===== config.mk =====
export PLATFORM = sky130hd
export DESIGN_NAME = cvxif_offload_unit
export DESIGN_NICKNAME = d
export VERILOG_FILES = /design/src/rtl/cvxif_offload_unit_if.sv /design/src/rtl/cvxif_offload_unit.sv
export SDC_FILE = /design/constraint.sdc
export NUM_CORES = 1
export LEC_CHECK = 0
export BUFFER_PORTS_ARGS = -buffer_cell sky130_fd_sc_hd__buf_4
export CORE_MARGIN = 3
export CORE_UTILIZATION = 40
export DETAILED_ROUTE_END_ITERATION = 10
export PLACE_DENSITY_LB_ADDON = 0.05
export SLEW_MARGIN = 30
export SYNTH_ARGS = -nofsm -noshare
export SYNTH_HDL_FRONTEND = slang
export SYNTH_SLANG_ARGS = --single-unit

===== constraint.sdc =====
create_clock -name clk_i -period 2.5 [get_ports clk_i]
set_clock_uncertainty 0.15 [all_clocks]
set_input_delay 0.375 -clock clk_i [delete_from_list [all_inputs] [get_ports clk_i]]
set_output_delay 0.375 -clock clk_i [all_outputs]
set_load 0.01 [all_outputs]

===== src/rtl/cvxif_offload_unit_if.sv =====
// rtl/cvxif_offload_unit_if.sv - core config, CV-X-IF request/response types and the coprocessor-side interface
package config_pkg;
  typedef struct packed {
    int unsigned XLEN;
  } cva6_cfg_t;

  localparam cva6_cfg_t cva6_cfg_empty = '{XLEN: 32};
endpackage

package cvxif_pkg;
  localparam int unsigned X_XLEN     = config_pkg::cva6_cfg_empty.XLEN;
  localparam int unsigned X_ID_WIDTH = 3;

  typedef struct packed {
    logic [31:0]                 instr;
    logic [X_ID_WIDTH-1:0]       id;
    logic [1:0][X_XLEN-1:0]      rs;
    logic [1:0]                  rs_valid;
  } x_issue_req_t;

  typedef struct packed {
    logic accept;
    logic writeback;
  } x_issue_resp_t;

  typedef struct packed {
    logic [X_ID_WIDTH-1:0] id;
    logic [X_XLEN-1:0]     data;
    logic                  we;
  } x_result_t;

  typedef struct packed {
    logic         x_compressed_valid;
    logic         x_issue_valid;
    x_issue_req_t x_issue_req;
    logic         x_commit_valid;
    logic         x_result_ready;
    logic         x_mem_ready;
    logic         x_mem_result_valid;
  } cvxif_req_t;

  typedef struct packed {
    logic          x_issue_ready;
    x_issue_resp_t x_issue_resp;
    logic          x_result_valid;
    x_result_t     x_result;
  } cvxif_resp_t;
endpackage



===== src/rtl/cvxif_offload_unit.sv =====
// rtl/cvxif_offload_unit.sv - CV-X-IF initiator: issues one offloaded instruction, returns its result or an exception
module cvxif_offload_unit
  import cvxif_pkg::*;
#(
  parameter config_pkg::cva6_cfg_t CVA6Cfg       = config_pkg::cva6_cfg_empty,
  parameter int unsigned           TransIdWidth  = 3,
  parameter int unsigned           TimeoutCycles = 1024,
  localparam int unsigned          XLEN          = CVA6Cfg.XLEN
) (
  input  logic                    clk_i,
  input  logic                    rst_ni,
  input  logic                    instr_valid_i,
  output logic                    instr_ready_o,
  input  logic [31:0]             instr_i,
  input  logic [XLEN-1:0]         rs1_i,
  input  logic [XLEN-1:0]         rs2_i,
  input  logic [TransIdWidth-1:0] trans_id_i,
  input  logic                    flush_i,
  output logic                    wb_valid_o,
  input  logic                    wb_ready_i,
  output logic [TransIdWidth-1:0] wb_trans_id_o,
  output logic [XLEN-1:0]         wb_data_o,
  output logic                    wb_we_o,
  output logic                    wb_ex_valid_o,
  output logic [XLEN-1:0]         wb_ex_cause_o,
  output logic                    err_stale_o,
  output cvxif_req_t              cvxif_req_o,
  input  cvxif_resp_t             cvxif_resp_i
);

  typedef enum logic [1:0] {IDLE, ISSUE, WAIT_RESULT, RESP} state_e;

  localparam int unsigned          CntW         = $clog2(TimeoutCycles);
  localparam logic [CntW-1:0]      TimeoutLast  = CntW'(TimeoutCycles - 1);
  localparam logic [XLEN-1:0]      CauseIllegal = XLEN'(2);

  state_e                  state_q, state_d;
  logic [X_ID_WIDTH-1:0]   x_id_q, x_id_d, id_q, id_d;
  logic [31:0]             instr_q, instr_d;
  logic [XLEN-1:0]         rs1_q, rs1_d, rs2_q, rs2_d;
  logic [TransIdWidth-1:0] trans_id_q, trans_id_d;
  logic                    flushed_q, flushed_d, wb_allowed_q, wb_allowed_d;
  logic [CntW-1:0]         cnt_q, cnt_d;
  logic [XLEN-1:0]         wb_data_q, wb_data_d, wb_cause_q, wb_cause_d;
  logic                    wb_we_q, wb_we_d, wb_ex_q, wb_ex_d;
  logic                    err_stale_q, err_stale_d;
  logic                    issue_hs, res_valid, res_match;

  assign issue_hs  = (state_q == ISSUE) && cvxif_resp_i.x_issue_ready;
  assign res_valid = (state_q == WAIT_RESULT) && cvxif_resp_i.x_result_valid;
  assign res_match = res_valid && (cvxif_resp_i.x_result.id == id_q);

  always_comb begin
    state_d      = state_q;
    x_id_d       = x_id_q;
    id_d         = id_q;
    instr_d      = instr_q;
    rs1_d        = rs1_q;
    rs2_d        = rs2_q;
    trans_id_d   = trans_id_q;
    flushed_d    = flushed_q;
    wb_allowed_d = wb_allowed_q;
    cnt_d        = cnt_q;
    wb_data_d    = wb_data_q;
    wb_we_d      = wb_we_q;
    wb_ex_d      = wb_ex_q;
    wb_cause_d   = wb_cause_q;
    err_stale_d  = 1'b0;

    unique case (state_q)
      IDLE: begin
        if (instr_valid_i) begin
          instr_d    = instr_i;
          rs1_d      = rs1_i;
          rs2_d      = rs2_i;
          trans_id_d = trans_id_i;
          id_d       = x_id_q;
          state_d    = ISSUE;
        end
      end
      ISSUE: begin
        // Valid must stay up once raised, so a flush is only remembered here.
        flushed_d = flushed_q | flush_i;
        if (issue_hs) begin
          x_id_d       = x_id_q + X_ID_WIDTH'(1);
          wb_allowed_d = cvxif_resp_i.x_issue_resp.writeback;
          if (cvxif_resp_i.x_issue_resp.accept) begin
            state_d = WAIT_RESULT;
          end else begin
            wb_data_d  = '0;
            wb_we_d    = 1'b0;
            wb_ex_d    = 1'b1;
            wb_cause_d = CauseIllegal;
            state_d    = flushed_d ? IDLE : RESP;
          end
        end
      end
      WAIT_RESULT: begin
        flushed_d = flushed_q | flush_i;
        cnt_d     = cnt_q + CntW'(1);
        if (res_match) begin
          wb_data_d  = cvxif_resp_i.x_result.data;
          wb_we_d    = wb_allowed_q & cvxif_resp_i.x_result.we;
          wb_ex_d    = 1'b0;
          wb_cause_d = '0;
          state_d    = flushed_d ? IDLE : RESP;
        end else begin
          err_stale_d = res_valid;
          if (cnt_q == TimeoutLast) begin
            wb_data_d  = '0;
            wb_we_d    = 1'b0;
            wb_ex_d    = 1'b1;
            wb_cause_d = CauseIllegal;
            state_d    = flushed_d ? IDLE : RESP;
          end
        end
      end
      RESP: begin
        if (wb_ready_i || flush_i) state_d = IDLE;
      end
      default: state_d = IDLE;
    endcase

    if (state_d == IDLE) begin
      flushed_d = 1'b0;
      cnt_d     = '0;
    end
  end

  always_ff @(posedge clk_i) begin
    if (!rst_ni) begin
      state_q      <= IDLE;
      x_id_q       <= '0;
      id_q         <= '0;
      instr_q      <= '0;
      rs1_q        <= '0;
      rs2_q        <= '0;
      trans_id_q   <= '0;
      flushed_q    <= 1'b0;
      wb_allowed_q <= 1'b0;
      cnt_q        <= '0;
      wb_data_q    <= '0;
      wb_we_q      <= 1'b0;
      wb_ex_q      <= 1'b0;
      wb_cause_q   <= '0;
      err_stale_q  <= 1'b0;
    end else begin
      state_q      <= state_d;
      x_id_q       <= x_id_d;
      id_q         <= id_d;
      instr_q      <= instr_d;
      rs1_q        <= rs1_d;
      rs2_q        <= rs2_d;
      trans_id_q   <= trans_id_d;
      flushed_q    <= flushed_d;
      wb_allowed_q <= wb_allowed_d;
      cnt_q        <= cnt_d;
      wb_data_q    <= wb_data_d;
      wb_we_q      <= wb_we_d;
      wb_ex_q      <= wb_ex_d;
      wb_cause_q   <= wb_cause_d;
      err_stale_q  <= err_stale_d;
    end
  end

  assign instr_ready_o = (state_q == IDLE);
  assign wb_valid_o    = (state_q == RESP);
  assign wb_trans_id_o = trans_id_q;
  assign wb_data_o     = wb_data_q;
  assign wb_we_o       = wb_we_q;
  assign wb_ex_valid_o = wb_ex_q;
  assign wb_ex_cause_o = wb_cause_q;
  assign err_stale_o   = err_stale_q;

  always_comb begin
    cvxif_req_o                       = '0;
    cvxif_req_o.x_issue_valid         = (state_q == ISSUE);
    cvxif_req_o.x_issue_req.instr     = instr_q;
    cvxif_req_o.x_issue_req.id        = id_q;
    cvxif_req_o.x_issue_req.rs[0]     = rs1_q;
    cvxif_req_o.x_issue_req.rs[1]     = rs2_q;
    cvxif_req_o.x_issue_req.rs_valid  = {2{state_q == ISSUE}};
    cvxif_req_o.x_result_ready        = (state_q == WAIT_RESULT);
  end

endmodule


==> results of run 1 <==
==> cell type report <==
type / count / share of cell area (%)
clock buffer: 22 / 5.173
tap: 211 / 2.880
timing repair buffer: 299 / 25.17
clock inverter: 8 / 1.297
sequential: 154 / 33.63
inverter: 8 / 0.3276
multi-input combinational: 499 / 31.52
==> worst min path at each step <==
stage	start	endpoint	slack, ps	depth (start not counted)
after floorplan	wb_allowed_q	wb_allowed_q	290	2
after global placement	rs2_q[0]	rs2_q[0]	300	2
after detailed placement	rs2_q[21]	rs2_q[21]	310	2
after CTS	cvxif_resp_i[8]	wb_data_o[7]	50	3
after global routing	cvxif_resp_i[13]	wb_data_o[12]	60	3
final	cvxif_resp_i[18]	wb_data_o[17]	70	3
==> stage by stage <==
step	util, %	area [um2]	cells	setup slack (ps)
2_1_floorplan	-	6492	747	124.3
3_3_place_gp	55.78	8573	1171	275.7
3_5_place_dp	55.78	8573	1171	211.6
4_1_cts	59.63	9166	1201	199.7
5_1_grt	59.63	9166	1201	13.26
6_report	59.63	9166	1201	168.5
==> report_power, final <==
part           leakage (nW)  switching (mW)  internal (mW)
clock                 0.296           0.952           1.63
combinational          2.42           0.504          0.462
sequential             1.26          0.0739           2.59
==> flip-flops by register name, indices dropped and copies added (netlist names), 2 cells and up <==
register and cells:
state_q 2, x_id_q 3, wb_data_o 32, rs2_q 32, id_q 3, wb_trans_id_o 3, cnt_q 10, instr_q 32
rs1_q 32
==> cells in the mapped netlist (2+ instances only) <==
master / instances / area, um2
nor2b_1: 34 / 212.7
nand4_1: 4 / 25.02
ha_1: 6 / 75.07
nor3b_1: 2 / 15.01
o21ai_0: 2 / 10.01
nand3_1: 5 / 25.02
or3_1: 2 / 12.51
clkbuf_1: 38 / 142.6
dfxtp_1: 154 / 3083
inv_1: 8 / 30.03
buf_2: 5 / 25.02
a21boi_0: 105 / 788.3
nand2_1: 216 / 810.8
xnor2_1: 7 / 61.31
and2_1: 3 / 18.77
a21oi_1: 13 / 65.06
o311ai_0: 2 / 17.52
nand3b_1: 2 / 15.01
a22oi_1: 4 / 30.03
a22oi_2: 28 / 350.3
o31ai_1: 3 / 22.52
xor2_1: 7 / 61.31
nor2_1: 6 / 22.52
buf_6: 4 / 45.04
buf_4: 39 / 292.8
==> kinds of logic after synthesis <==
logic type,count (synthesis),synth area share (%)
xor gates and xnor gates,14,1.927
adders and majority gates,6,1.179
DFF,154,48.44
and+or+nand+nor,280,18.87
buffers and inverters,94,8.414
other,1,0.05892
muxes,1,0.1573
AOI/OAI and AO/OA,163,20.96
==> per-layer routing <==
layer / wire length [um] / share of wire, % / GRT usage [%]
met3: 1426 / 7.8 / 6.641
met5: 0 / 0 / 0
met1: 6819 / 37 / 22.18
met4: 527 / 2.9 / 8.576
met2: 9415 / 52 / 35.80
==> tightest hold or removal path, stage by stage <==
cell,delay [ps]
buf_4,80
a22oi_2,40
nor2b_1,90
==> parameters.txt, run 1 <==
Parameter                              Value

Synthesis
  Post-synthesis async set-or-reset flop share ... 0%
  Ys flop type ... dfxtp_1
  Yosys reg bits ... 154
  Post-synthesis area per instance ... 8.927 um2
  Post-synthesis cell type count ... 39
  Number of enable flip-flop cells after synthesis ... 0
  Cell area after synthesis ... 6365 um2
  Total of warnings raised by yosys ... 0
  Fraction of the yosys area taken by sequential cells ... 48.44%
  Number of standard cells after synthesis ... 713

Pwr
  Worst VDD drop ... 0.0004920 V
  Power density over the cells ... 677.7 nW/um2
  Leakage ... 3.972 nW
  PnR Total Power ... 6.212 mW

Setup path
  Worst reg2reg path endpoint ... flushed_q
  Critical Path RT ... 2640 ps
  Number of buffers and inverters on the critical path ... 2
  R2R setup slack ... 170 ps
  Crit. Startpoint ... state_q[1]
  Maximum fanout count along the critical path ... 12
  Startpoint Class ... flip-flop
  Total stage count of the critical path ... 8
  Critical-path top delay cell ... o311ai_0
  Reg2reg path depth ... 8
  Crit end category ... flip-flop
  Cell-by-cell trace of the critical path ... inv_1, ha_1, nor2b_1, o311ai_0, o31ai_1, a32oi_1, buf_4, a21oi_1
  Slowest stage delay, CP ... 430 ps
  Source of the worst register-to-register timing path ... state_q[1]
  Critical Path Sink ... flushed_q
  Category of the critical setup timing path ... flip-flop to flip-flop
  Data arrival time of the critical path ... 2470 ps
  Top cell family by delay on the critical path ... compound AO/OA/AOI/OAI gates

GRT
  Vias in the first global route ... 5609
  Number of antenna violations at the first check in global routing ... 0
  Largest net degree at the start of global routing ... 79
  Grt total ovfl ... 0
  Wire length of the first global-routing pass ... 28670 um
  Overall Global Routing Usage ... 20.22%

Route
  Post-Route WL ... 18190 um
  Via count normalized by instance count ... 4.722
  Number of iterations in the first detailed-routing pass ... 4
  Count of routing violations after the opening detailed-route iteration ... 166
  Wirelength per Cell ... 15.14 um
  Count of antenna-violating nets left after detailed routing ... 0
  Number of remaining DRC errors ... 0
  Number of vias in the routed layout ... 5671

STA
  Relative slew slack ... 63.74%
  Slew at the pin with the worst max-slew slack ... 543.9 ps
  Final period util ... 93.26%
  Final hold slack ... 69.96 ps
  Highest achievable clock rate ... 428.9 MHz
  Hold violation total from the final report ... 0
  Slew Viols, Final ... 0
  Total negative slack for setup checks ... 0 ps
  Tmin final ... 2332 ps
  Total setup violations reported at the end of the flow ... 0
  Setup repair after global routing missed its margin ... false

Clocking
  Sinks on the clock net ... 154
  Number of post-CTS setup repair buffers ... 0
  Number of cells upsized or downsized after cts ... 0
  Worst-case clock buffer depth ... 2
  Total number of H-tree levels ... 4
  Cell at the root of the clock tree ... clkbuf_16
  Post-CTS Hold Buffers ... 0
  CTS tree ... done
  Worst-Skew Late Latency ... 410 ps
  Clock transition at path regs ... 60 ps
  Total clock buffers created by CTS ... 17

Floorplan
  Die height ... 132.1 um
  Starting density of the core ... 41.41%
  Standard cell core area ... 15370 um2
  Number of rows in the core area ... 45
  Die width ... 132.1 um
  DIE AREA ... 17460 um2
  I/O pins ... 323

Cells and area
  Post-layout net count ... 1129
  Area of the multi-input gates ... 2889 um2
  Area used by sequential logic in the layout ... 3083 um2
  Most common cell after layout, fill and taps aside ... buf_4
  Layout cells sized above 1 ... 36.36%
  Most frequent cells in the layout ... buf_4, nand2_1, dfxtp_1
  Area delta synth->final ... 44.01%
  Diodes inserted ... 0
  Filler cells ... 1356

Hold path
  Worst hold path type ... primary input to flip-flop

Place
  Post-DP HPWL ... 13430 um
  I/O Buffers ... 287
  Final GP Congestion ... 0.8527

Flow run
  Max-capacitance violation count ... 0

Run status
  Run status ... finished clean
Note: power is estimated with default switching activity, not from simulation.
==> run 2: changes to the inputs <==
--- a/config.mk
+++ b/config.mk
@@ -5,6 +5,7 @@
 export SDC_FILE = /design/constraint.sdc
 export NUM_CORES = 1
 export LEC_CHECK = 0
+export ABC_AREA = 1
 export BUFFER_PORTS_ARGS = -buffer_cell sky130_fd_sc_hd__buf_4
 export CORE_MARGIN = 3
 export CORE_UTILIZATION = 40
==> parameters.txt, run 2 <==
Parameter                              Value

Route
  Number of remaining DRC errors ... 0
  Count of routing violations after the opening detailed-route iteration ... 290
  Via count normalized by instance count ... 4.508
  Number of iterations in the first detailed-routing pass ... 4
  Post-Route WL ... 17280 um
  Count of antenna-violating nets left after detailed routing ... 0
  Number of vias in the routed layout ... 5549
  Wirelength per Cell ... 14.03 um

Pwr
  Reg power frac ... 41.8%
  Internal Pwr Total ... 4.818 mW
  Combinational group share of total power ... 17.4%
  Portion of total power attributed to the clock network ... 40.8%
  Power density over the cells ... 725.8 nW/um2
  Switching power total ... 1.722 mW
  Leakage ... 4.182 nW
  PnR Total Power ... 6.541 mW
  Switching portion of total power ... 26.33%
  Worst VDD drop ... 0.0004861 V

Hold path
  Worst hold path type ... primary input to flip-flop
  Hold Crit Endpoint ... wb_data_o[3]
  Hold Startpoint ... cvxif_resp_i[4]
  Hold Path Cell Cnt ... 3

STA
  Final period util ... 86.37%
  Highest achievable clock rate ... 463.1 MHz
  Tmin final ... 2159 ps
  Hold violation total from the final report ... 0
  Total negative slack for setup checks ... 0 ps
  Slew at the pin with the worst max-slew slack ... 536.2 ps
  Final hold slack ... 29.28 ps
  Slew Viols, Final ... 0
  Relative slew slack ... 64.25%
  Total setup violations reported at the end of the flow ... 0
  Setup repair after global routing missed its margin ... false

Synthesis
  Post-synthesis async set-or-reset flop share ... 0%
  Area share of and/or/nand/nor cells after synthesis ... 20.22%
  Area share of xor/xnor cells in the synthesized design ... 1.396%
  Number of standard cells after synthesis ... 738
  Post-synthesis cell type count ... 34
  Compound-cell area share of the yosys netlist ... 17.39%
  Top post-synthesis cells by area ... dfxtp_1, nor2_1, o21ai_0
  Total of warnings raised by yosys ... 0
  Yosys reg bits ... 154
  Most numerous cell in the Yosys netlist ... nor2_1
  Fraction of the yosys area taken by sequential cells ... 49.13%
  Multiplexer fraction of the synthesized cell area ... 0.1595%
  Ys flop type ... dfxtp_1
  Proportion of netlist area held by the largest area contributor ... 49.13%
  Arithmetic-cell share of the synthesized area counting full adders, half adders and majority gates ... 1.196%
  Cell area after synthesis ... 6275 um2
  Post-synthesis area per instance ... 8.502 um2
  Combinational family with the most area after synthesis ... simple AND/OR/NAND/NOR gates
  Commonest cells in the synthesized netlist ... nor2_1, dfxtp_1, o21ai_0
  Number of enable flip-flop cells after synthesis ... 0
  Leading area contributor after synthesis ... dfxtp_1

Clocking
  Total number of H-tree levels ... 4
  Worst-Skew Late Latency ... 420 ps
  Number of cells upsized or downsized after cts ... 0
  Total clock buffers created by CTS ... 17
  Post-CTS Hold Buffers ... 0
  Number of post-CTS setup repair buffers ... 0
  Clock transition at path regs ... 60 ps
  Cell at the root of the clock tree ... clkbuf_16
  Worst-case clock buffer depth ... 2
  CTS tree ... done
  Sinks on the clock net ... 154

Place
  Final GP Congestion ... 0.8035
  I/O Buffers ... 287
  Post-DP HPWL ... 12550 um
  Placed Cells incl. Taps ... 1199

Setup path
  Critical Path RT ... 2710 ps
  Crit. Startpoint ... state_q[1]
  Data arrival time of the critical path ... 2370 ps
  Worst reg2reg path endpoint ... wb_data_o[19]
  Startpoint Class ... flip-flop
  Crit end category ... flip-flop
  Maximum fanout count along the critical path ... 16
  Category of the critical setup timing path ... flip-flop to flip-flop
  Source of the worst register-to-register timing path ... state_q[1]
  R2R setup slack ... 340 ps
  Reg2reg path depth ... 10

GRT
  Largest net degree at the start of global routing ... 53
  Wire length of the first global-routing pass ... 27260 um
  Vias in the first global route ... 5181
  Number of antenna violations at the first check in global routing ... 0
  Overall Global Routing Usage ... 19.61%
  Grt total ovfl ... 0

Cells and area
  Most frequent cells in the layout ... buf_4, nor2_1, dfxtp_1
  Layout cells sized above 1 ... 40.69%
  Diodes inserted ... 0
  Area delta synth->final ... 43.61%
  Final cell count without fillers ... 1231
  Post-layout net count ... 1157
  Most common cell after layout, fill and taps aside ... buf_4

Floorplan
  I/O pins ... 323
  Die height ... 131.2 um
  Die width ... 131.2 um
  Starting density of the core ... 41.12%
  DIE AREA ... 17230 um2
  Standard cell core area ... 15260 um2
  Number of rows in the core area ... 45

Run status
  Run status ... finished clean

Flow run
  Max-capacitance violation count ... 0
[run 2: worst max-delay path by stage]
stage | endpoint | slack (ps)
5_1_grt | wb_data_o[31] | 140
2_1_floorplan | cnt_q[7] | 530
4_1_cts | wb_data_o[19] | 310
3_5_place_dp | wb_data_o[14] | 340
3_3_place_gp | wb_data_o[12] | 370
6_report | wb_data_o[19] | 340
[run 2: worst max-delay path, stage by stage (launching register included)]
cell     delay (ps)
dfxtp_1         380
inv_1           100
ha_1            260
inv_1            90
o21ai_0          80
a21oi_1         240
nand2_4         120
nor2_8          310
buf_12          210
a22oi_2          60
nor2_2           90
[run 2: area by class of cell]
cell class / count / area (um2)
flip-flops and latches: 154 / 3083
well taps: 211 / 264.0
inverters: 22 / 82.58
fillers: 1477 / 6247
repair buffers: 300 / 2302
multi-input cells: 512 / 2666
clock buffers: 21 / 470.5
clock inverters: 11 / 142.6
[run 2: power groups by stage]
stage                     sequential (mW)  clock [mW]  combinational (mW)
after floorplan                      2.87           0               0.537
final                                2.73        2.67                1.14
after detailed placement             2.79           0                1.16
after CTS                            2.73        2.73                1.16
after global routing                 2.75        2.83                1.26
after global placement               2.78           0                1.16
[run 2: kinds of logic after synthesis]
| group | after synthesis |
|---|---|
| compound gates | 163 |
| buf+inv | 106 |
| xor+xnor | 10 |
| flops | 154 |
| other cells | 1 |
| fa+ha+maj | 6 |
| mux | 1 |
| simple gates | 297 |
[run 2: routing by layer]
metal	global-route usage [%]	vias to the layer above	wire length (um)
met2	33.50	203	8358
met5	0	-	0
li1	-	2854	-
met3	6.738	31	1374
met1	22.54	2461	7088
met4	7.935	0	454
[run 2: per-stage QoR]
step | setup slack [ps] | instance area (um2) | utilization (%)
after global routing | 135.6 | 9011 | 59.06
after global placement | 373.8 | 8398 | 55.04
after detailed placement | 344.9 | 8398 | 55.04
after CTS | 308.6 | 9011 | 59.06
after floorplan | 531.3 | 6402 | -
final | 340.8 | 9011 | 59.06
